## config.mk

```make
export PLATFORM = sky130hd
export DESIGN_NAME = kernel_frame_ctrl
export DESIGN_NICKNAME = d
export VERILOG_FILES = /design/src/rtl/kernel_frame_ctrl_pkg.sv /design/src/rtl/kernel_frame_ctrl.sv
export SDC_FILE = /design/constraint.sdc
export NUM_CORES = 1
export LEC_CHECK = 0
export ABC_AREA = 1
export BUFFER_PORTS_ARGS = -buffer_cell sky130_fd_sc_hd__buf_4
export CAP_MARGIN = 20
export CORE_MARGIN = 2
export CORE_UTILIZATION = 45
export DETAILED_ROUTE_END_ITERATION = 8
export GPL_TIMING_DRIVEN = 0
export PLACE_DENSITY = 0.73
export SLEW_MARGIN = 20
export SYNTH_ARGS = -nofsm -noshare
export SYNTH_HDL_FRONTEND = slang
export SYNTH_SLANG_ARGS = --single-unit
```

## constraint.sdc

```tcl
create_clock -name clk -period 2.2 [get_ports clk]
set_input_delay 0.44 -clock clk [delete_from_list [all_inputs] [get_ports clk]]
set_output_delay 0.44 -clock clk [all_outputs]
set_load 0.03 [all_outputs]
```

## src/rtl/kernel_frame_ctrl_pkg.sv

```systemverilog
// Shared definitions for the kernel frame sequencer: stream type codes, FSM states, error bit indices.
// Stream type codes mirror the dtypes.v encodings used by the kernel stream.
package kernel_frame_ctrl_pkg;

  localparam int DTYPE_WIDTH = 8;

  localparam logic [DTYPE_WIDTH-1:0] DTYPE_PIXEL_MASK   = 8'h0F;
  localparam logic [DTYPE_WIDTH-1:0] DTYPE_HEADER_START = 8'h10;
  localparam logic [DTYPE_WIDTH-1:0] DTYPE_HEADER_DATA  = 8'h20;
  localparam logic [DTYPE_WIDTH-1:0] DTYPE_FRAME_START  = 8'h30;
  localparam logic [DTYPE_WIDTH-1:0] DTYPE_FRAME_END    = 8'h40;
  localparam logic [DTYPE_WIDTH-1:0] DTYPE_ROW_START    = 8'h50;
  localparam logic [DTYPE_WIDTH-1:0] DTYPE_ROW_END      = 8'h60;

  localparam int KFC_ERR_LEN   = 0;
  localparam int KFC_ERR_TRUNC = 1;
  localparam int KFC_ERR_STRAY = 2;

  typedef enum logic [1:0] {
    KFC_IDLE   = 2'd0,
    KFC_HEADER = 2'd1,
    KFC_FRAME  = 2'd2,
    KFC_ROW    = 2'd3
  } kfc_state_t;

  function automatic logic is_pixel(input logic [DTYPE_WIDTH-1:0] dt);
    return |(dt & DTYPE_PIXEL_MASK);
  endfunction

endpackage

```

## src/rtl/kernel_frame_ctrl.sv

```systemverilog
// Tracks stream phase, applies kernel enable only between frames, measures frame geometry and flags malformed frames.
// All outputs registered: each reflects its event one cycle after the dvi cycle.
module kernel_frame_ctrl
  import kernel_frame_ctrl_pkg::*;
#(
  parameter int COUNT_WIDTH = 16,
  parameter int MAX_COLS    = 1288
) (
  input  logic                   clk,
  input  logic                   resetb,
  input  logic                   dvi,
  input  logic [DTYPE_WIDTH-1:0] dtypei,
  input  logic                   enable_req,
  input  logic                   err_clr,
  output logic                   enable,
  output logic                   busy,
  output logic [COUNT_WIDTH-1:0] num_cols,
  output logic [COUNT_WIDTH-1:0] num_rows,
  output logic [COUNT_WIDTH-1:0] frame_count,
  output logic [2:0]             err
);

  kfc_state_t             r_state;
  kfc_state_t             w_state_nxt;
  logic                   r_enable;
  logic                   r_busy;
  logic [COUNT_WIDTH-1:0] r_col_cnt;
  logic [COUNT_WIDTH-1:0] r_row_cnt;
  logic [COUNT_WIDTH-1:0] r_ref_cols;
  logic [COUNT_WIDTH-1:0] r_num_cols;
  logic [COUNT_WIDTH-1:0] r_num_rows;
  logic [COUNT_WIDTH-1:0] r_frame_count;
  logic [2:0]             r_err;

  logic       w_pix;
  logic       w_restart;
  logic       w_row_start;
  logic       w_row_end;
  logic       w_pix_inc;
  logic       w_frame_done;
  logic [2:0] w_err_set;
  logic       w_len_bad;

  assign w_pix = is_pixel(dtypei);

  // Width check uses the count as it stands on the ROW_END cycle (ROW_END is never a pixel).
  assign w_len_bad = ((r_row_cnt != '0) && (r_col_cnt != r_ref_cols)) ||
                     (r_col_cnt > COUNT_WIDTH'(MAX_COLS));

  always_comb begin
    w_state_nxt  = r_state;
    w_restart    = 1'b0;
    w_row_start  = 1'b0;
    w_row_end    = 1'b0;
    w_pix_inc    = 1'b0;
    w_frame_done = 1'b0;
    w_err_set    = '0;
    if (dvi) begin
      if (w_pix && (r_state != KFC_ROW)) w_err_set[KFC_ERR_STRAY] = 1'b1;
      case (r_state)
        KFC_IDLE: begin
          if (dtypei == DTYPE_HEADER_START) begin
            w_state_nxt = KFC_HEADER;
          end else if (dtypei == DTYPE_FRAME_START) begin
            w_state_nxt = KFC_FRAME;
            w_restart   = 1'b1;
          end
        end
        KFC_HEADER: begin
          if (dtypei == DTYPE_FRAME_START) begin
            w_state_nxt = KFC_FRAME;
            w_restart   = 1'b1;
          end
        end
        KFC_FRAME: begin
          if (dtypei == DTYPE_ROW_START) begin
            w_state_nxt = KFC_ROW;
            w_row_start = 1'b1;
          end else if (dtypei == DTYPE_FRAME_END) begin
            w_state_nxt  = KFC_IDLE;
            w_frame_done = 1'b1;
          end else if (dtypei == DTYPE_FRAME_START) begin
            w_restart                = 1'b1;
            w_err_set[KFC_ERR_TRUNC] = 1'b1;
          end
        end
        KFC_ROW: begin
          if (w_pix) begin
            w_pix_inc = 1'b1;
          end else if (dtypei == DTYPE_ROW_END) begin
            w_state_nxt            = KFC_FRAME;
            w_row_end              = 1'b1;
            w_err_set[KFC_ERR_LEN] = w_len_bad;
          end else if (dtypei == DTYPE_FRAME_END) begin
            w_state_nxt              = KFC_IDLE;
            w_err_set[KFC_ERR_TRUNC] = 1'b1;
          end else if (dtypei == DTYPE_FRAME_START) begin
            w_state_nxt              = KFC_FRAME;
            w_restart                = 1'b1;
            w_err_set[KFC_ERR_TRUNC] = 1'b1;
          end
        end
        default: w_state_nxt = KFC_IDLE;
      endcase
    end
  end

  always_ff @(posedge clk) begin
    if (!resetb) begin
      r_state  <= KFC_IDLE;
      r_enable <= 1'b0;
      r_busy   <= 1'b0;
      r_err    <= '0;
    end else begin
      r_state <= w_state_nxt;
      r_busy  <= (w_state_nxt != KFC_IDLE);
      // Enable only tracks the request while idle, so a frame never sees it change.
      if (r_state == KFC_IDLE) r_enable <= enable_req;
      r_err <= (err_clr ? 3'b000 : r_err) | w_err_set;
    end
  end

  always_ff @(posedge clk) begin
    if (!resetb) begin
      r_col_cnt     <= '0;
      r_row_cnt     <= '0;
      r_ref_cols    <= '0;
      r_num_cols    <= '0;
      r_num_rows    <= '0;
      r_frame_count <= '0;
    end else begin
      if (w_restart) begin
        r_col_cnt  <= '0;
        r_row_cnt  <= '0;
        r_ref_cols <= '0;
      end else begin
        if (w_row_start) r_col_cnt <= '0;
        if (w_pix_inc && (r_col_cnt != '1)) r_col_cnt <= r_col_cnt + 1'b1;
        if (w_row_end) begin
          if (r_row_cnt == '0) r_ref_cols <= r_col_cnt;
          if (r_row_cnt != '1) r_row_cnt <= r_row_cnt + 1'b1;
        end
      end
      if (w_frame_done) begin
        r_num_rows    <= r_row_cnt;
        r_num_cols    <= r_ref_cols;
        r_frame_count <= r_frame_count + 1'b1;
      end
    end
  end

  assign enable      = r_enable;
  assign busy        = r_busy;
  assign num_cols    = r_num_cols;
  assign num_rows    = r_num_rows;
  assign frame_count = r_frame_count;
  assign err         = r_err;

endmodule

```

==> results.txt <==
Async S/R FF share, synth -> 0%
Max Slew Vio Count -> 0
Setup crit end kind -> flip-flop
Full die area -> 12770 µm²
Initial Util -> 46.41%
TritonCTS Buffers -> 9
Gr ovfl total -> 0
Share of cells above drive strength 1 -> 17.28%
Most common cell in the synthesized netlist -> nand2_1
Area of the mapped netlist -> 5345 µm²
Starting DRT DRC Count -> 391
Failing checks -> DRC
CP Class -> reg2reg
Critical Path RT -> 2410 ps
Relative slew slack -> 57.76%
Area grow syn2layout -> 17.51%
Clock Skew -> 7.749 ps
CTS sink count -> 103
Setup Fix Bufs, Post-CTS -> 0
Status -> finished, violations left
WL/cell -> 13.42 µm
Comb power frac -> 2.6%
Distinct cell type count after synthesis -> 34
Sw power -> 0.7555 mW
Port-buffer cells -> 64
Largest net degree at the start of global routing -> 16
Io pins -> 66
Setup ws final -> 250.4 ps
Drt first pass iters -> 7
Core Region -> 11520 µm²
EDFF count, synth -> 0
Number of placement rows -> 39
Syn Inst Count -> 767
R2R Path End -> r_ref_cols[8]$_SDFFE_PP0P_
ANT cells -> 0
Clock share of power -> 43.6%
R2r setup slk -> 250 ps
Syn nets -> 785
TritonCTS clock tree -> done
# setup viols final -> 0
Layout Cells excl Fill -> 988
Commonest cells post-synth -> nand2_1 (193), dfxtp_1 (103), nor2_1 (87)
DRT Wirelength -> 13260 µm
All-Layer GR Usage -> 21.16%
Synth Register Bits -> 103
Die span in y -> 113.0 µm
First-pass GRT wire length -> 22220 µm
Residual DRC -> 7
Power Dens Cells -> 552.6 nW/µm²
Cell-internal power -> 2.716 mW
Nets -> 860
MaxCap Viol Count -> 0
Worst EP arrival -> 2160 ps
Clock slew seen by the registers of the worst setup and hold paths -> 70 ps
Worst Path Max Fanout -> 10
Seq pwr share -> 53.8%
Final Hold Vio Count -> 0
Main synth FF type -> dfxtp_1
Clk_lat worst skew -> 350 ps
Fin crit period -> 1950 ps
Peak supply drop -> 376.9 µV
Clk buf depth -> 2
RR Startpoint -> r_row_cnt[1]$_SDFFE_PP0P_
Place WS -> -107.5 ps
Routed Antenna Nets -> 0
Hold Crit Start -> enable_req
Vias -> 5153
Vias in the first global route -> 4759
Ys Warns -> 0
Worst Tran Pin Value -> 633.7 ps
Routability congestion estimate -> 0.9850
Leakage -> 2.388 nW
RSZ-0062 raised after global routing -> false
Root Buffer -> clkbuf_16
Worst-case hold path end point -> enable$_SDFFE_PN0N_
Total power after layout -> 3.471 mW
Synth top area cells -> dfxtp_1 (39%), nand2_1 (14%), nand3_1 (7.0%)
Tcrit/Tclk final -> 88.62%
H-tree depth -> 3
Avg Synthesized Cell Area -> 6.969 µm²
Dpl hpwl -> 9876 µm
Hold Path Class -> in2reg
Crit start category -> flip-flop
Cell taking the most area after synthesis -> dfxtp_1
Cells on worst reg2reg path -> 11
Sequential area share after synthesis -> 38.58%
Dpl cells -> 974
Maximum clock rate -> 0.5129 GHz
Vias per std cell -> 5.216
Die width -> 113.0 µm
Top-area cell type share of the netlist area -> 38.58%
Initial antenna violation count -> 0
Hold depth -> 3
Net Sw Frac -> 21.77%
==> logic make-up (layout without fill, tap and decap cells) <==
family / after synthesis / after routing / synth area share [%]
AO/OA/AOI/OAI: 114 / 114 / 14.37
XOR/XNOR: 24 / 24 / 3.933
adder cells (fa/ha/maj): 5 / 5 / 1.170
buffers and inverters: 115 / 193 / 9.246
flip-flops: 103 / 103 / 38.58
AND/OR/NAND/NOR: 406 / 406 / 32.70
==> power groups by stage <==
stage          Combinational (mW)  Sequential [mW]  Clock [mW]
5_1_grt                     0.100             1.87        1.62
2_1_floorplan              0.0461             1.92           0
3_5_place_dp               0.0916             1.91           0
4_1_cts                    0.0919             1.87        1.54
6_report                   0.0914             1.87        1.51
3_3_place_gp               0.0905             1.91           0
==> flip-flops by register name, summed over array words and instances (netlist names) <==
signal,count
r_ref_cols,16
frame_count,16
enable,1
r_row_cnt,16
busy,1
num_rows,16
num_cols,16
r_col_cnt,16
err,3
r_state,2
==> stage by stage <==
step | cell area (µm²) | setup TNS (ps) | utilization (%) | hold WS (ps)
global route | 6281 | 0 | 54.54 | 363.2
finish | 6281 | 0 | 54.54 | 337.8
global placement | 6005 | -890.6 | 52.14 | 456.4
CTS | 6277 | 0 | 54.51 | 339.2
floorplan | 5345 | 0 | - | 454.1
detailed placement | 6005 | -836.0 | 52.14 | 461.7
==> layout make-up <==
class                           count  area, µm²
Timing Repair Buffer               64      480.5
Clock buffer                       12      256.5
Inverter                           85      319.1
Clock inverter                      2      16.27
Tap cell                          143      178.9
Sequential cell                   103       2062
Multi-Input combinational cell    549       2791
Buffer                             30      176.4
Fill cell                        1150       5235
==> what timing repair did <==
item                       in CTS  in global routing
hold buffers                    0                  0
resized for setup               0                  4
setup endpoints to repair       0                 10
==> layer usage <==
layer	track usage (%)	vias up	share of wire [%]
met2	34.02	143	45
met4	7.154	0	1.8
li1	-	2661	-
met1	28.78	2327	47
met5	0	-	0
met3	3.910	22	5.8
==> critical path: stages, from the launching register on <==
cell and delay (ps):
dfxtp_1 340, inv_1 120, ha_1 160, nand2_1 70, nor3_1 130, nand2_1 60
nand3b_1 210, inv_2 180, nand2_2 150, buf_2 240, nand2_1 90, a21oi_1 50
==> how the worst max path moves through the flow <==
stage | from | to | depth (start not counted)
after floorplan | r_row_cnt[0]$_SDFFE_PP0P_ | r_ref_cols[5]$_SDFFE_PP0P_ | 11
after global placement | dtypei[3] | r_ref_cols[5]$_SDFFE_PP0P_ | 8
after detailed placement | dtypei[3] | r_ref_cols[0]$_SDFFE_PP0P_ | 8
after CTS | r_row_cnt[0]$_SDFFE_PP0P_ | r_ref_cols[8]$_SDFFE_PP0P_ | 11
after global routing | r_row_cnt[1]$_SDFFE_PP0P_ | r_ref_cols[8]$_SDFFE_PP0P_ | 11
final | r_row_cnt[1]$_SDFFE_PP0P_ | r_ref_cols[8]$_SDFFE_PP0P_ | 11
==> cell usage in the layout (no fill, tap or decap), types with 4 or more instances in the layout <==
cell,instances
buf_2,14
o21ai_0,16
a211oi_2,20
nor2_1,87
ha_1,5
xnor2_1,4
dfxtp_1,103
inv_2,14
clkbuf_1,8
a21oi_1,62
nand4_1,11
inv_1,69
buf_6,4
nor4_1,4
buf_4,68
xor2_1,20
nor3_1,22
nor3_2,4
nand3_1,75
clkbuf_16,9
nand2_1,192
a211oi_1,12
(Power assumes the default switching activity.)
